### config.mk
export PLATFORM = sky130hd
export DESIGN_NAME = alu_exec_stage
export DESIGN_NICKNAME = d
export VERILOG_FILES = /design/src/rtl/cpu_pkg.sv /design/src/rtl/alu8.sv /design/src/rtl/alu_exec_stage.sv
export SDC_FILE = /design/constraint.sdc
export NUM_CORES = 1
export LEC_CHECK = 0
export BUFFER_PORTS_ARGS = -buffer_cell sky130_fd_sc_hd__buf_2
export CELL_PAD_IN_SITES_DETAIL_PLACEMENT = 1
export CELL_PAD_IN_SITES_GLOBAL_PLACEMENT = 1
export CORE_ASPECT_RATIO = 1.1
export CORE_MARGIN = 8
export CORE_UTILIZATION = 30
export CTS_CLUSTER_DIAMETER = 120
export DETAILED_ROUTE_END_ITERATION = 12
export PLACE_DENSITY_LB_ADDON = 0.3
export SETUP_SLACK_MARGIN = 0.05
export SLEW_MARGIN = 20
export SYNTH_ARGS = -nofsm -noshare
export SYNTH_HDL_FRONTEND = slang
export SYNTH_SLANG_ARGS = --single-unit
### constraint.sdc
create_clock -name CLK -period 7.5 [get_ports CLK]
set_input_delay 0.375 -clock CLK [delete_from_list [all_inputs] [get_ports CLK]]
set_output_delay 0.375 -clock CLK [all_outputs]
set_load 0.005 [all_outputs]
### src/rtl/cpu_pkg.sv
// Shared definitions for the 8-bit single-cycle CPU.
// ALU opcodes and datapath widths.
package cpu_pkg;

   localparam int DATA_W = 8;
   localparam int PC_W   = 32;

   localparam logic [2:0] ALU_FWD = 3'b000;
   localparam logic [2:0] ALU_ADD = 3'b001;
   localparam logic [2:0] ALU_AND = 3'b010;
   localparam logic [2:0] ALU_OR  = 3'b011;
   localparam logic [2:0] ALU_MUL = 3'b100;
   localparam logic [2:0] ALU_SLL = 3'b101;
   localparam logic [2:0] ALU_SRL = 3'b110;
   localparam logic [2:0] ALU_SRA = 3'b111;

endpackage

### src/rtl/alu8.sv
// 8-bit combinational ALU with zero flag.
// Shift amounts use the full operand, so amounts >= 8 saturate.
module alu8
   import cpu_pkg::*;
(
   input  logic [DATA_W-1:0] DATA1,
   input  logic [DATA_W-1:0] DATA2,
   input  logic [2:0]        ALUOP,
   output logic [DATA_W-1:0] RESULT,
   output logic              ZERO
);

   logic [2*DATA_W-1:0] w_prod;
   logic [DATA_W-1:0]   w_sra;

   assign w_prod = (2*DATA_W)'(DATA1) * (2*DATA_W)'(DATA2);
   assign w_sra  = DATA_W'($signed(DATA1) >>> DATA2);

   always_comb begin
      RESULT = '0;
      unique case (ALUOP)
         ALU_FWD: RESULT = DATA2;
         ALU_ADD: RESULT = DATA1 + DATA2;
         ALU_AND: RESULT = DATA1 & DATA2;
         ALU_OR:  RESULT = DATA1 | DATA2;
         ALU_MUL: RESULT = w_prod[DATA_W-1:0];
         ALU_SLL: RESULT = DATA1 << DATA2;
         ALU_SRL: RESULT = DATA1 >> DATA2;
         ALU_SRA: RESULT = w_sra;
      endcase
   end

   assign ZERO = (RESULT == '0);

endmodule

### src/rtl/alu_exec_stage.sv
// Execute stage: operand conditioning, ALU, next-PC select
// and the program counter register.
module alu_exec_stage
   import cpu_pkg::*;
(
   input  logic              CLK,
   input  logic              RESET,
   input  logic [DATA_W-1:0] DATA1,
   input  logic [DATA_W-1:0] REGOUT2,
   input  logic [DATA_W-1:0] IMMEDIATE,
   input  logic              NEGSELECT,
   input  logic              IMSELECT,
   input  logic [2:0]        ALUOP,
   input  logic [PC_W-1:0]   PCADDED,
   input  logic [PC_W-1:0]   PCADDED_J_BEQ,
   input  logic              JUMPSELECT,
   input  logic              BEQSELECT,
   input  logic              BNESELECT,
   output logic [DATA_W-1:0] ALURESULT,
   output logic              ZERO,
   output logic [PC_W-1:0]   PCUPDATED,
   output logic [PC_W-1:0]   PC
);

   logic [DATA_W-1:0] w_negout;
   logic [DATA_W-1:0] w_data2;
   logic              w_take;

   assign w_negout = NEGSELECT ? (~REGOUT2 + 1'b1) : REGOUT2;
   assign w_data2  = IMSELECT ? IMMEDIATE : w_negout;

   alu8 u_alu (
      .DATA1  (DATA1),
      .DATA2  (w_data2),
      .ALUOP  (ALUOP),
      .RESULT (ALURESULT),
      .ZERO   (ZERO)
   );

   // Select lines combine by OR; no priority between them.
   assign w_take = JUMPSELECT
                 | (BEQSELECT & ZERO)
                 | (BNESELECT & ~ZERO);

   assign PCUPDATED = w_take ? PCADDED_J_BEQ : PCADDED;

   always_ff @(posedge CLK or negedge RESET) begin
      if (!RESET) PC <= '0;
      else        PC <= PCUPDATED;
   end

endmodule

; ---- Yosys cells after proc, flatten, opt, wreduce, memory -nomap -nowiden
; Cells that the tools add are included.
[classes]
addsub = 2
multipliers = 1
eq_ne = 7
shifts = 3
n_mux = 4
bitwise_logic = 8
reduce_logical = 2
[ops]
columns = cell, n
row1 = $pmux 8 s8, 1
row2 = $mux 32, 1
row3 = $mux 8, 2
row4 = $eq 3x3->1 const B, 4
row5 = $add 8x1->8 const B, 1
row6 = $add 8x8->8, 1
row7 = $and 8x8->8, 1
row8 = $logic_not 8->1, 1
row9 = $mul 8x8->8, 1
row10 = $not 8->8, 1
row11 = $or 8x8->8, 1
row12 = $shl 8x8->8, 1
row13 = $shr 8x8->8, 1
row14 = $sshr 8x8->8, 1
row15 = $eq 3x2->1 const B, 2
row16 = $eq 3x1->1 const B, 1
row17 = $logic_not 3->1, 1
row18 = $and 1x1->1, 2
row19 = $or 1x1->1, 2
row20 = $not 1->1, 1
[word_totals]
register_bits = 32
inputBits = 98
out_inout_bits = 73
word_cells = 28

; ---- Longest topological paths before layout
; Gate-level depths: netlist (run 1).
[depth]
depth_word = 11
ltp_mapped = 28
depth_no_buf = 25

; ---- Cells and area by module
; From an unflattened synthesis (run 1), not the netlist that was laid out.
[hier_totals]
cells_unflattened = 478
area_unflattened_um2 = 4271.6
[modules_own_cells]
columns = mod, instances, cells_per_inst, area_each_um2, seq_area_each_um2
row1 = alu8, 1, 364, 2655.0, 0.0
row2 = alu_exec_stage, 1, 114, 1616.6, 800.8

; ---- Worst setup path before layout (run 1)
; OpenSTA, ideal clock, no wires.
[synth_path]
kind = input to output
start = input port REGOUT2[0]
end = output port PCUPDATED[10]
arrival_ns = 6.062
required_ns = 7.125
setup_slack_ns = 1.063
cell_stages = 26
n_path_buf = 2
cell_sequence = inv_1 ha_1 nor4b_1 a221o_2 buf_1 ha_1 inv_1 fa_1 inv_1 fa_1 ha_1 inv_1 fa_1 inv_1 ha_1 a21o_1 a21oi_1 xnor3_1 xor2_1 xnor2_1 xnor2_1 a2111oi_2 and4_1 o21ai_4 buf_6 mux2_4
[synth_between]
elab_chain_cells = 11
elab_cells_between_ends = 19
classes_between = add/sub (2) / mul (1) / shift (3) / mux (4) / bitwise (8) / reduce/logical (1)
[synth_lines]
columns = item, line_no
row1 = from (decl), alu_exec_stage.sv:9  ; input logic [DATA_W-1:0] REGOUT2,
row2 = $not 8->8, alu_exec_stage.sv:29  ; assign w_negout = NEGSELECT ? (~REGOUT2 + 1'b1) : REGOUT2;
row3 = $add 8x1->8, alu_exec_stage.sv:29
row4 = $mux 8 *, alu_exec_stage.sv:29
row5 = $mux 8 *, alu_exec_stage.sv:30  ; assign w_data2 = IMSELECT ? IMMEDIATE : w_negout;
row6 = "$mul 8x8->8, or another cell as far along", alu8.sv:16  ; assign w_prod = (2*DATA_W)'(DATA1) * (2*DATA_W)'(DATA2);
row7 = $pmux 8 s8 *, alu8.sv:21  ; unique case (ALUOP)
row8 = $logic_not 8->1 *, alu8.sv:33  ; assign ZERO = (RESULT == '0);
row9 = via ZERO, alu_exec_stage.sv:20  ; output logic ZERO,
row10 = $and 1x1->1 / $not 1->1 (equally long branches), "alu_exec_stage.sv:42, alu_exec_stage.sv:43"
row11 = $or 1x1->1 / $and 1x1->1 (equally long branches), "alu_exec_stage.sv:42, alu_exec_stage.sv:43"
row12 = $or 1x1->1 *, alu_exec_stage.sv:43  ; | (BNESELECT & ~ZERO);
row13 = $mux 32 *, alu_exec_stage.sv:45  ; assign PCUPDATED = w_take ? PCADDED_J_BEQ : PCADDED;
row14 = to (decl), alu_exec_stage.sv:21  ; output logic [PC_W-1:0] PCUPDATED,
; The timed path passes the listed nets; every way through them passes the cells marked *.

; ---- Worst setup path after layout (run 1)
[layout_path]
start = input port REGOUT2[0]
end = output port PCUPDATED[10]
[layout_between]
elab_chain_cells = 11
elab_cells_between_ends = 19
classes_between = add/sub (2) / mul (1) / shift (3) / mux (4) / bitwise (8) / reduce/logical (1)
[layout_lines]
columns = item, line_no
row1 = $not 8->8, alu_exec_stage.sv:29
row2 = $add 8x1->8, alu_exec_stage.sv:29
row3 = $mux 8 *, alu_exec_stage.sv:29
row4 = $mux 8 *, alu_exec_stage.sv:30
row5 = "$mul 8x8->8, or another cell as far along", alu8.sv:16
row6 = $pmux 8 s8 *, alu8.sv:21
row7 = $logic_not 8->1 *, alu8.sv:33
row8 = $and 1x1->1 / $not 1->1 (equally long branches), "alu_exec_stage.sv:42, alu_exec_stage.sv:43"
row9 = $or 1x1->1 / $and 1x1->1 (equally long branches), "alu_exec_stage.sv:42, alu_exec_stage.sv:43"
row10 = $or 1x1->1 *, alu_exec_stage.sv:43
row11 = $mux 32 *, alu_exec_stage.sv:45
; Mark *: on every way between the ends. The rest lies on a longest branch, timed or not.

==> summary.md, run 1 <==
| Metric | Value |
|---|---|
| Fraction of power spent switching nets | 40.3% |
| Critical path required time | 7.12 ns |
| Count of flip-flops with a built-in enable after synthesis | 0 |
| Measured slew at the worst slew-check pin | 0.991 ns |
| DRC violations left | 0 |
| Maximum fanout along the worst path | 14 |
| Worst slew slack as a fraction of its limit | 33.4% |
| Number of synthesis warnings | 0 |
| Count of hold-fix buffers inserted at cts | 0 |
| Category of the most critical setup path | in -> out |
| Finished Layout Cells | 859 |
| Highest achievable clock rate | 142 MHz |
| Dominant combinational cell family by area after synthesis | compound AO/OA/AOI/OAI gates |
| Synth-to-Final Area Change | 29.5% |
| Via-to-Cell Ratio | 5.34 |
| Synth Net Count | 646 |
| Number of clock buffers inserted by TritonCTS | 5 |
| Post-synthesis instance area | 4320 µm² |
| Root Buffer Master | clkbuf_16 |
| Flops & latches, synth | 32 |
| Clock Pin Slew Worst Setup and Hold Paths | 0.05 ns |
| Portion of the clock cycle consumed by the worst path in the final layout | 94.1% |
| CORE AREA | 14300 µm² |
| Global-route wire length before repair | 28500 µm |
| Initial core utilization | 30.3% |
| Buffer levels on the longest clock path | 2 |
| Leakage | 2.82 nW |
| Final number of setup-violating endpoints | 0 |
| Number of sinks handled by clock tree synthesis | 32 |
| Clock tree from TritonCTS | done |
| WP data arrival | 6.69 ns |
| Most used flip-flop cell after synthesis | dfrtp_1 |
| Count of final max-slew check failures | 0 |
| Sequential share of power | 21.0% |
| Number of routed nets with antenna violations | 0 |
| Row cnt | 46 |
| Min Clock Period, post-route | 7.06 ns |
| # H-tree levels | 2 |
| Proportion of synthesized flip-flops having asynchronous set or reset | 100% |
| Count of input and output buffers | 170 |
| Sequential element share of the synthesized area | 18.5% |
| Routed wirelength normalized by instance count | 22.5 µm |
| Antenna violations before repair | 2 |
| Max IR drop VDD | 0.0757 mV |
| Number of nets at the end of the flow | 810 |
| Antenna Diode Count | 0 |
| Post-Synthesis Mean Instance Area | 8.61 µm² |
| Xor/xnor share of the synthesized area | 4.28% |
| Die extent in x | 130 µm |
| Global-route total usage across every layer | 20.0% |
| Clock group share of total power | 21.3% |
| Number of optimization iterations in the first detailed-route pass | 4 |
| Largest register by flop count | PC |
| Part of the total power dissipated in combinational logic | 57.7% |
| Internal portion of total power | 0.000559 W |
| Die footprint | 18500 µm² |
| Largest registers ranked by flip-flop count | PC (32) |
| Total net switching power | 0.000378 W |
| Weighted congestion at the end of routability-driven global placement | 0.938 |
| Path class of the lowest-slack min-delay path | in -> async |
| Count of pins on the block boundary | 171 |
| Drt first-iter violations | 289 |
| Total of max-cap violations | 0 |
| Run status | completed |
| Post-synthesis compound-gate area fraction | 18.0% |
| Number of instances in the synthesized netlist | 502 |
| Sum of negative setup slack | 0 ns |
| Cell count after placement | 849 |
| Pin count of the biggest net entering global routing | 33 |
| Final HPWL from detailed placement | 15800 µm |
| CP startpoint kind | input pin |
| Number of global-route vias before repair | 4970 |
| Simple-gate area share of the yosys netlist | 17.9% |
| Synth Area in Adders | 15.6% |
| Multiplexer share of the synthesized area | 17.7% |
| Ratio of total power to cell area | 167 nW/µm² |
| Grt ovf | 0 |
| Element type at the critical path end | output port |
| Die H | 142 µm |
| Fraction of final layout cells with drive strength greater than 1 | 36.6% |
| Final hold violations | 0 |
| Unrepaired setup endpoints after global routing | no |
| Wire length reported by the detailed router | 19300 µm |
| Total via count after detailed routing | 4590 |
| Flip-flop count of the largest register after layout | 32 |
| Count of different cell masters after synthesis | 74 |
metrics by stage:
step / instance area, µm² / worst slack [ns] / util [%] / hold WS, ns / total power (W)
2_1_floorplan: 4320 / 1.06 / - / 0.0794 / 0.000525
3_3_place_gp: 5380 / 0.341 / 37.7 / 0.462 / 0.000705
3_5_place_dp: 5380 / 0.186 / 37.7 / 0.468 / 0.000717
4_1_cts: 5530 / 0.159 / 38.7 / 0.176 / 0.000924
5_1_grt: 5600 / 0.0770 / 39.2 / 0.201 / 0.000997
6_report: 5600 / 0.440 / 39.2 / 0.155 / 0.000936
layout by cell type (no fill, tap or decap), types with 5 or more instances in the layout:
master,instances
nand2b_1,10
dfrtp_1,32
fa_1,13
a21oi_1,21
nand2_1,39
o211ai_1,6
ha_1,33
nor3_1,10
a31oi_1,5
buf_2,170
o21ai_0,17
nor3b_1,5
o21ai_1,5
inv_1,54
xnor2_1,10
nand3_1,13
xor2_1,5
nand4_1,7
mux2_4,31
buf_4,11
o22ai_1,5
a21o_1,5
clkbuf_16,6
nor2_1,44
mux2i_1,19
layer usage:
layer / vias to the layer above / GRT usage, % / wire length [µm]
met2: 225 / 35.7 / 9500
met5: - / 0 / 23
met4: 4 / 7.44 / 658
met1: 2208 / 23.1 / 7450
met3: 39 / 3.64 / 1660
li1: 2114 / - / -
kinds of logic after synthesis:
logic type,count (synthesis)
AND/OR/NAND/NOR,154
AO/OA/AOI/OAI,111
buffers and inverters,84
multiplexers,57
adder cells (fa/ha/maj),46
flip-flops,32
XOR/XNOR,18
power groups by stage:
| stage | combinational, W | sequential [W] | clock [W] |
|---|---|---|---|
| floorplan | 0.000325 | 0.000199 | 0 |
| finish | 0.000541 | 0.000196 | 0.000199 |
| CTS | 0.000521 | 0.000197 | 0.000206 |
| detailed placement | 0.000518 | 0.000199 | 0 |
| global route | 0.000589 | 0.000197 | 0.000211 |
| global placement | 0.000506 | 0.000199 | 0 |
worst max-delay path by stage:
stage                          endpoint  slack, ns  startpoint
final                     PCUPDATED[10]       0.44  REGOUT2[0]
after global routing       PCUPDATED[0]       0.08  REGOUT2[0]
after CTS                  PCUPDATED[0]       0.16  REGOUT2[0]
after detailed placement   PCUPDATED[0]       0.19  REGOUT2[0]
after global placement     PCUPDATED[0]       0.34  REGOUT2[0]
after floorplan           PCUPDATED[10]       1.06  REGOUT2[0]
cell usage after synthesis (12+ instances only):
| cell type | number | share of area, % |
|---|---|---|
| mux2i_1 | 19 | 4.4 |
| a21oi_1 | 21 | 2.4 |
| mux2_4 | 30 | 10 |
| nand2_1 | 39 | 3.4 |
| fa_1 | 13 | 6.0 |
| nand3_1 | 13 | 1.5 |
| o21ai_0 | 17 | 2.0 |
| clkbuf_1 | 12 | 1.0 |
| dfrtp_1 | 32 | 19 |
| inv_1 | 54 | 4.7 |
| ha_1 | 33 | 9.6 |
| nor2_1 | 44 | 3.8 |
worst max-delay path: stages:
cell,delay (ns)
buf_2,0.12
inv_1,0.06
ha_1,0.23
nor3b_2,0.20
o211ai_1,0.22
mux2_4,0.25
nand2_1,0.11
fa_1,0.46
fa_1,0.55
inv_1,0.05
fa_1,0.48
inv_1,0.06
fa_1,0.53
inv_1,0.05
ha_1,0.32
a21oi_1,0.16
xnor3_1,0.43
xor2_1,0.18
xnor2_1,0.23
xnor2_2,0.15
a2111oi_4,0.40
and4_4,0.30
o21ai_4,0.10
clkbuf_16,0.21
mux2_4,0.32
buf_2,0.13
cell type report:
class | count | area [µm²]
fill | 1761 | 8680
multi-input combinational | 386 | 3210
timing repair buffer | 183 | 978
sequential | 32 | 801
tap | 192 | 240
inverter | 58 | 218
clock buffer | 6 | 139
clock inverter | 2 | 10.0
what timing repair did:
item | 4_1_cts | 5_1_grt
resized for setup | 0 | 6
setup buffers | 0 | 1
endpoints found under the setup margin | 0 | 29
No activity file was read; power rests on OpenSTA's default activity.
==> run 2: changes to the inputs <==
--- a/config.mk
+++ b/config.mk
@@ -10,7 +10,7 @@
 export CELL_PAD_IN_SITES_GLOBAL_PLACEMENT = 1
 export CORE_ASPECT_RATIO = 1.1
 export CORE_MARGIN = 8
-export CORE_UTILIZATION = 30
+export CORE_UTILIZATION = 36
 export CTS_CLUSTER_DIAMETER = 120
 export DETAILED_ROUTE_END_ITERATION = 12
 export PLACE_DENSITY_LB_ADDON = 0.3
@@ -18,4 +18,5 @@
 export SLEW_MARGIN = 20
 export SYNTH_ARGS = -nofsm -noshare
 export SYNTH_HDL_FRONTEND = slang
+export SYNTH_HIERARCHICAL = 1
 export SYNTH_SLANG_ARGS = --single-unit
==> summary.md, run 2 <==
| Metric | Value |
|---|---|
| Run status | completed |
| Final hold violations | 0 |
| # H-tree levels | 2 |
| Root Buffer Master | clkbuf_16 |
| Post-Synthesis Mean Instance Area | 8.94 µm² |
| Sum of internal, switching and leakage power | 0.000866 W |
| Via-to-Cell Ratio | 5.73 |
| Pin count of the biggest net entering global routing | 33 |
| Crit-path most repeated cell | inv_1 |
| Internal portion of total power | 0.000525 W |
| Number of sinks handled by clock tree synthesis | 32 |
| Clock tree from TritonCTS | done |
| Global-route wire length before repair | 27800 µm |
| Count of flip-flops with a built-in enable after synthesis | 0 |
| Number of global-route vias before repair | 4776 |
| Drt first-iter violations | 310 |
| Area taken by multi-input logic gates | 3150 µm² |
| Path class of the lowest-slack min-delay path | in -> async |
| Largest registers ranked by flip-flop count | PC (32) |
| Final HPWL from detailed placement | 15000 µm |
| Fraction of final layout cells with drive strength greater than 1 | 39.6% |
| Flops & latches, synth | 32 |
| Category of the most critical setup path | in -> out |
| Portion of the clock cycle consumed by the worst path in the final layout | 93.5% |
| Fraction of power spent switching nets | 39.4% |
| Final number of setup-violating endpoints | 0 |
| Total of max-cap violations | 0 |
| Number of routed nets with antenna violations | 0 |
| Proportion of synthesized flip-flops having asynchronous set or reset | 100% |
| DRC violations left | 0 |
| Measured slew at the worst slew-check pin | 0.891 ns |
| Number of synthesis warnings | 6 |
| Met3 global-route usage | 4.92% |
| Top cell type's share of synthesized area | 18.7% |
| Weighted congestion at the end of routability-driven global placement | 0.938 |
| Die footprint | 15600 µm² |
| WP data arrival | 6.64 ns |
| Total via count after detailed routing | 4512 |
| Clock group share of total power | 23.0% |
| Min Clock Period, post-route | 7.01 ns |
| Filler instances | 1424 |
| Number of optimization iterations in the first detailed-route pass | 5 |
| Number of clock buffers inserted by TritonCTS | 5 |
| Sequential share of power | 22.3% |
| Count of input and output buffers | 170 |
| Dominant cell type by area after synthesis | dfrtp_1 |
| Max IR drop VDD | 0.104 mV |
| Die H | 130 µm |
| Buffer levels on the longest clock path | 2 |
| Most frequent cells after synthesis | inv_1, nor2_1, nand2_1, ha_1, dfrtp_1 |
| Grt ovf | 0 |
| Total net switching power | 0.000341 W |
| Number of nets at the end of the flow | 780 |
| Row cnt | 41 |
| Synth Net Count | 622 |
| Count of pins on the block boundary | 171 |
| Fraction of met1 tracks used by global routing | 25.5% |
| Routed wirelength normalized by instance count | 23.3 µm |
| Highest achievable clock rate | 143 MHz |
| CORE AREA | 11500 µm² |
| Clock Pin Slew Worst Setup and Hold Paths | 0.05 ns |
| Post-CTS Setup Inserts | 0 |
| Count of hold-fix buffers inserted at cts | 0 |
| Leakage | 2.65 nW |
| Wire length reported by the detailed router | 18300 µm |
| Most used flip-flop cell after synthesis | dfrtp_1 |
| Maximum fanout along the worst path | 19 |
| Flip-flop count of the largest register after layout | 32 |
| Initial core utilization | 37.0% |
| Sum of negative setup slack | 0 ns |
| Max stage delay cell, worst path | or4_1 |
| Global-route total usage across every layer | 22.7% |
| GR Util met2 | 41.4% |
| Die extent in x | 120 µm |
| Commonest cells after routing, fill and taps aside | buf_2, inv_1, nor2_1 |
| CP startpoint kind | input pin |
| Number of instances in the synthesized netlist | 478 |
| Gr busiest metal | met2 |
| Worst slew slack as a fraction of its limit | 40.1% |
| Unrepaired setup endpoints after global routing | no |
| Leading cell type by number of instances after synthesis | inv_1 |
| Sequential element share of the synthesized area | 18.7% |
| Critical path required time | 7.12 ns |
| Element type at the critical path end | output port |
| Largest register by flop count | PC |
| Ratio of total power to cell area | 159 nW/µm² |
| Post-CTS sizing | 0 |
| Antenna Diode Count | 0 |
| Part of the total power dissipated in combinational logic | 54.7% |
| Synth-to-Final Area Change | 27.3% |
| Antenna violations before repair | 0 |
| Post-synthesis instance area | 4270 µm² |
| Cells taking the most area after synthesis | dfrtp_1, mux2_4, ha_1 |
| Commonest non-fill, non-tap cell in the layout | buf_2 |
| Count of different cell masters after synthesis | 70 |
| CP max stage delay | 0.57 ns |
| Count of final max-slew check failures | 0 |
| Sequential cell area in the final layout | 801 µm² |
[run 2: metal layers]
metal  wire length (µm)  part of all wire, %
met3               1540                  8.4
met4                520                  2.8
met1               7020                   38
met2               9230                   50
met5                  0                    0
[run 2: cell families after synthesis]
group                      synth area share, %
and+or+nand+nor                           18.0
AOI/OAI and AO/OA                         16.2
buffers and inverters                     8.17
muxes                                     18.8
adders and majority gates                 16.0
DFF                                       18.7
xor gates and xnor gates                  4.10
[run 2: final cells by class]
type                    instances  area share (%)
repair buffers                183            18.0
multi-input cells             367            57.8
clock inverters                 2           0.184
well taps                     150            3.45
inverters                      47            3.24
clock buffers                   6            2.55
flip-flops and latches         32            14.7
[run 2: how the worst max path moves through the flow]
stage               start             to  cells after the start  slack, ns
5_1_grt        REGOUT2[0]  PCUPDATED[31]                     29       0.07
2_1_floorplan  REGOUT2[0]  PCUPDATED[10]                     26       0.48
6_report       REGOUT2[0]  PCUPDATED[31]                     29       0.49
4_1_cts        REGOUT2[0]  PCUPDATED[31]                     29       0.41
3_5_place_dp   REGOUT2[0]   PCUPDATED[0]                     29       0.45
3_3_place_gp   REGOUT2[0]  PCUPDATED[31]                     29       0.54
[run 2: through the flow]
| step | cell area [µm²] | hold WS [ns] | worst slack [ns] | cells | utilization [%] |
|---|---|---|---|---|---|
| floorplan | 4270 | 0.0794 | 0.480 | 478 | - |
| detailed placement | 5250 | 0.449 | 0.449 | 778 | 45.5 |
| global route | 5440 | 0.201 | 0.0686 | 787 | 47.1 |
| CTS | 5400 | 0.154 | 0.410 | 786 | 46.8 |
| finish | 5440 | 0.134 | 0.488 | 787 | 47.1 |
| global placement | 5250 | 0.442 | 0.543 | 778 | 45.5 |
[run 2: worst max-delay path, delay by kind of cell]
kind | cells | cell delay (ns)
xor+xnor | 2 | 0.23
simple gates | 4 | 1.01
fa+ha+maj | 7 | 2.36
compound gates | 6 | 1.25
buf+inv | 9 | 1.01
mux | 1 | 0.38
[run 2: power groups by stage]
stage / clock [W] / sequential, W / combinational (W)
after floorplan: 0 / 0.000197 / 0.000291
after global placement: 0 / 0.000195 / 0.000456
after detailed placement: 0 / 0.000195 / 0.000466
after CTS: 0.000203 / 0.000193 / 0.000469
after global routing: 0.000210 / 0.000194 / 0.000518
final: 0.000199 / 0.000193 / 0.000474
==> run 3: changes to the inputs <==
--- a/config.mk
+++ b/config.mk
@@ -6,6 +6,7 @@
 export NUM_CORES = 1
 export LEC_CHECK = 0
 export BUFFER_PORTS_ARGS = -buffer_cell sky130_fd_sc_hd__buf_2
+export CAP_MARGIN = 15
 export CELL_PAD_IN_SITES_DETAIL_PLACEMENT = 1
 export CELL_PAD_IN_SITES_GLOBAL_PLACEMENT = 1
 export CORE_ASPECT_RATIO = 1.1
@@ -13,7 +14,7 @@
 export CORE_UTILIZATION = 36
 export CTS_CLUSTER_DIAMETER = 120
 export DETAILED_ROUTE_END_ITERATION = 12
-export PLACE_DENSITY_LB_ADDON = 0.3
+export PLACE_DENSITY_LB_ADDON = 0.1
 export SETUP_SLACK_MARGIN = 0.05
 export SLEW_MARGIN = 20
 export SYNTH_ARGS = -nofsm -noshare
==> summary.md, run 3 (synthesized netlist as in run 2, its figures left out) <==
| Metric | Value |
|---|---|
| Die H | 130 µm |
| Buffer levels on the longest clock path | 2 |
| Grt ovf | 0 |
| CORE AREA | 11500 µm² |
| Drt first-iter violations | 303 |
| Antenna violations before repair | 0 |
| Synth-to-Final Area Change | 27.7% |
| Ratio of total power to cell area | 163 nW/µm² |
| Final HPWL from detailed placement | 14600 µm |
| Number of global-route vias before repair | 4720 |
| Min Clock Period, post-route | 7.06 ns |
| CP max stage delay | 0.55 ns |
| Count of input and output buffers | 170 |
| Global-route total usage across every layer | 22.6% |
| Cell family contributing the most delay on the critical path | adder cells |
| Final number of setup-violating endpoints | 0 |
| Maximum fanout along the worst path | 16 |
| Antenna Diode Count | 0 |
| Pin count of the biggest net entering global routing | 33 |
| Crit-path most repeated cell | inv_1 |
| Number of optimization iterations in the first detailed-route pass | 4 |
| Fraction of final layout cells with drive strength greater than 1 | 39.7% |
| Element type at the critical path end | output port |
| Worst slew slack as a fraction of its limit | 41.0% |
| Total via count after detailed routing | 4416 |
| Filler instances | 1425 |
| Sum of negative setup slack | 0 ns |
| # H-tree levels | 2 |
| Clock Pin Slew Worst Setup and Hold Paths | 0.05 ns |
| Row cnt | 41 |
| DRC violations left | 0 |
| Routed wirelength normalized by instance count | 22.7 µm |
| Count of final max-slew check failures | 0 |
| Clock tree from TritonCTS | done |
| Flip-flop count of the largest register after layout | 32 |
| Commonest cells after routing, fill and taps aside | buf_2, inv_1, nor2_1 |
| Initial core utilization | 37.0% |
| Root Buffer Master | clkbuf_16 |
| Die extent in x | 120 µm |
| Number of sinks handled by clock tree synthesis | 32 |
| Path class of the lowest-slack min-delay path | in -> async |
| Count of pins on the block boundary | 171 |
| Highest achievable clock rate | 142 MHz |
| WP data arrival | 6.68 ns |
| Unrepaired setup endpoints after global routing | no |
| Max stage delay cell, worst path | or4_1 |
| Wire length reported by the detailed router | 17900 µm |
| Portion of the clock cycle consumed by the worst path in the final layout | 94.1% |
| Number of nets at the end of the flow | 781 |
| Final hold violations | 0 |
| Number of routed nets with antenna violations | 0 |
| Largest register by flop count | PC |
| Max IR drop VDD | 0.103 mV |
| Weighted congestion at the end of routability-driven global placement | 0.921 |
| Total of max-cap violations | 0 |
| Hold slack | 0.143 ns |
| Die footprint | 15600 µm² |
| Number of buffer and inverter stages on the critical path | 8 |
| Leakage | 2.66 nW |
| CP startpoint kind | input pin |
| Critical path required time | 7.12 ns |
| Largest registers ranked by flip-flop count | PC (32) |
| Number of clock buffers inserted by TritonCTS | 5 |
| Global-route wire length before repair | 27500 µm |
| Via-to-Cell Ratio | 5.60 |
| Category of the most critical setup path | in -> out |
| Measured slew at the worst slew-check pin | 0.877 ns |
| Run status | completed |
| Commonest non-fill, non-tap cell in the layout | buf_2 |
-- run 3: cell count changes in the layout (fill, tap and decap cells not counted), sizes merged --
cell,before,now
buf,182,183
clkinv,4,3
bufinv,0,1
-- run 3: worst max-delay path by stage --
| stage | from | to | cells past startpoint |
|---|---|---|---|
| 4_1_cts | REGOUT2[2] | PCUPDATED[31] | 27 |
| 2_1_floorplan | REGOUT2[0] | PCUPDATED[10] | 26 |
| 3_3_place_gp | REGOUT2[0] | PCUPDATED[0] | 29 |
| 5_1_grt | REGOUT2[0] | PCUPDATED[17] | 28 |
| 3_5_place_dp | REGOUT2[2] | PCUPDATED[0] | 27 |
| 6_report | REGOUT2[0] | PCUPDATED[17] | 28 |
-- run 3: routing by layer --
| metal | track usage [%] | vias up | routed length (µm) |
|---|---|---|---|
| li1 | - | 2022 | - |
| met5 | 0 | - | 0 |
| met2 | 40.5 | 199 | 8810 |
| met1 | 25.8 | 2162 | 7180 |
| met3 | 4.45 | 33 | 1360 |
| met4 | 9.12 | 0 | 571 |
-- run 3: layout make-up --
| cell class | count | area (µm²) | share of cell area [%] |
|---|---|---|---|
| clock inverter | 2 | 35.0 | 0.642 |
| inverter | 47 | 176 | 3.23 |
| clock buffer | 6 | 129 | 2.36 |
| tap | 150 | 188 | 3.44 |
| sequential | 32 | 801 | 14.7 |
| timing repair buffer | 184 | 986 | 18.1 |
| multi-input combinational | 367 | 3140 | 57.6 |
-- run 3: timing repair --
action,4_1_cts,5_1_grt
gates resized for setup,0,5
hold buffers,0,0
endpoints found under the setup margin,0,32
setup buffers,0,1
-- run 3: report_power, final --
part	total [W]	internal, W	switching, W
logic	0.000472	0.000207	0.000265
registers	0.000193	0.000188	0.00000530
clock network	0.000226	0.000156	0.0000704
total	0.000891	0.000551	0.000340
-- run 3: stage by stage --
step                utilization, %  power (W)  setup slack, ns  cells  instance area (µm²)
floorplan                        -   0.000488            0.480    478                 4270
global placement              45.5   0.000655            0.353    778                 5250
detailed placement            45.5   0.000663            0.222    778                 5250
CTS                           46.9   0.000894            0.199    786                 5410
global route                  47.3   0.000951           0.0317    788                 5460
finish                        47.3   0.000891            0.445    788                 5460
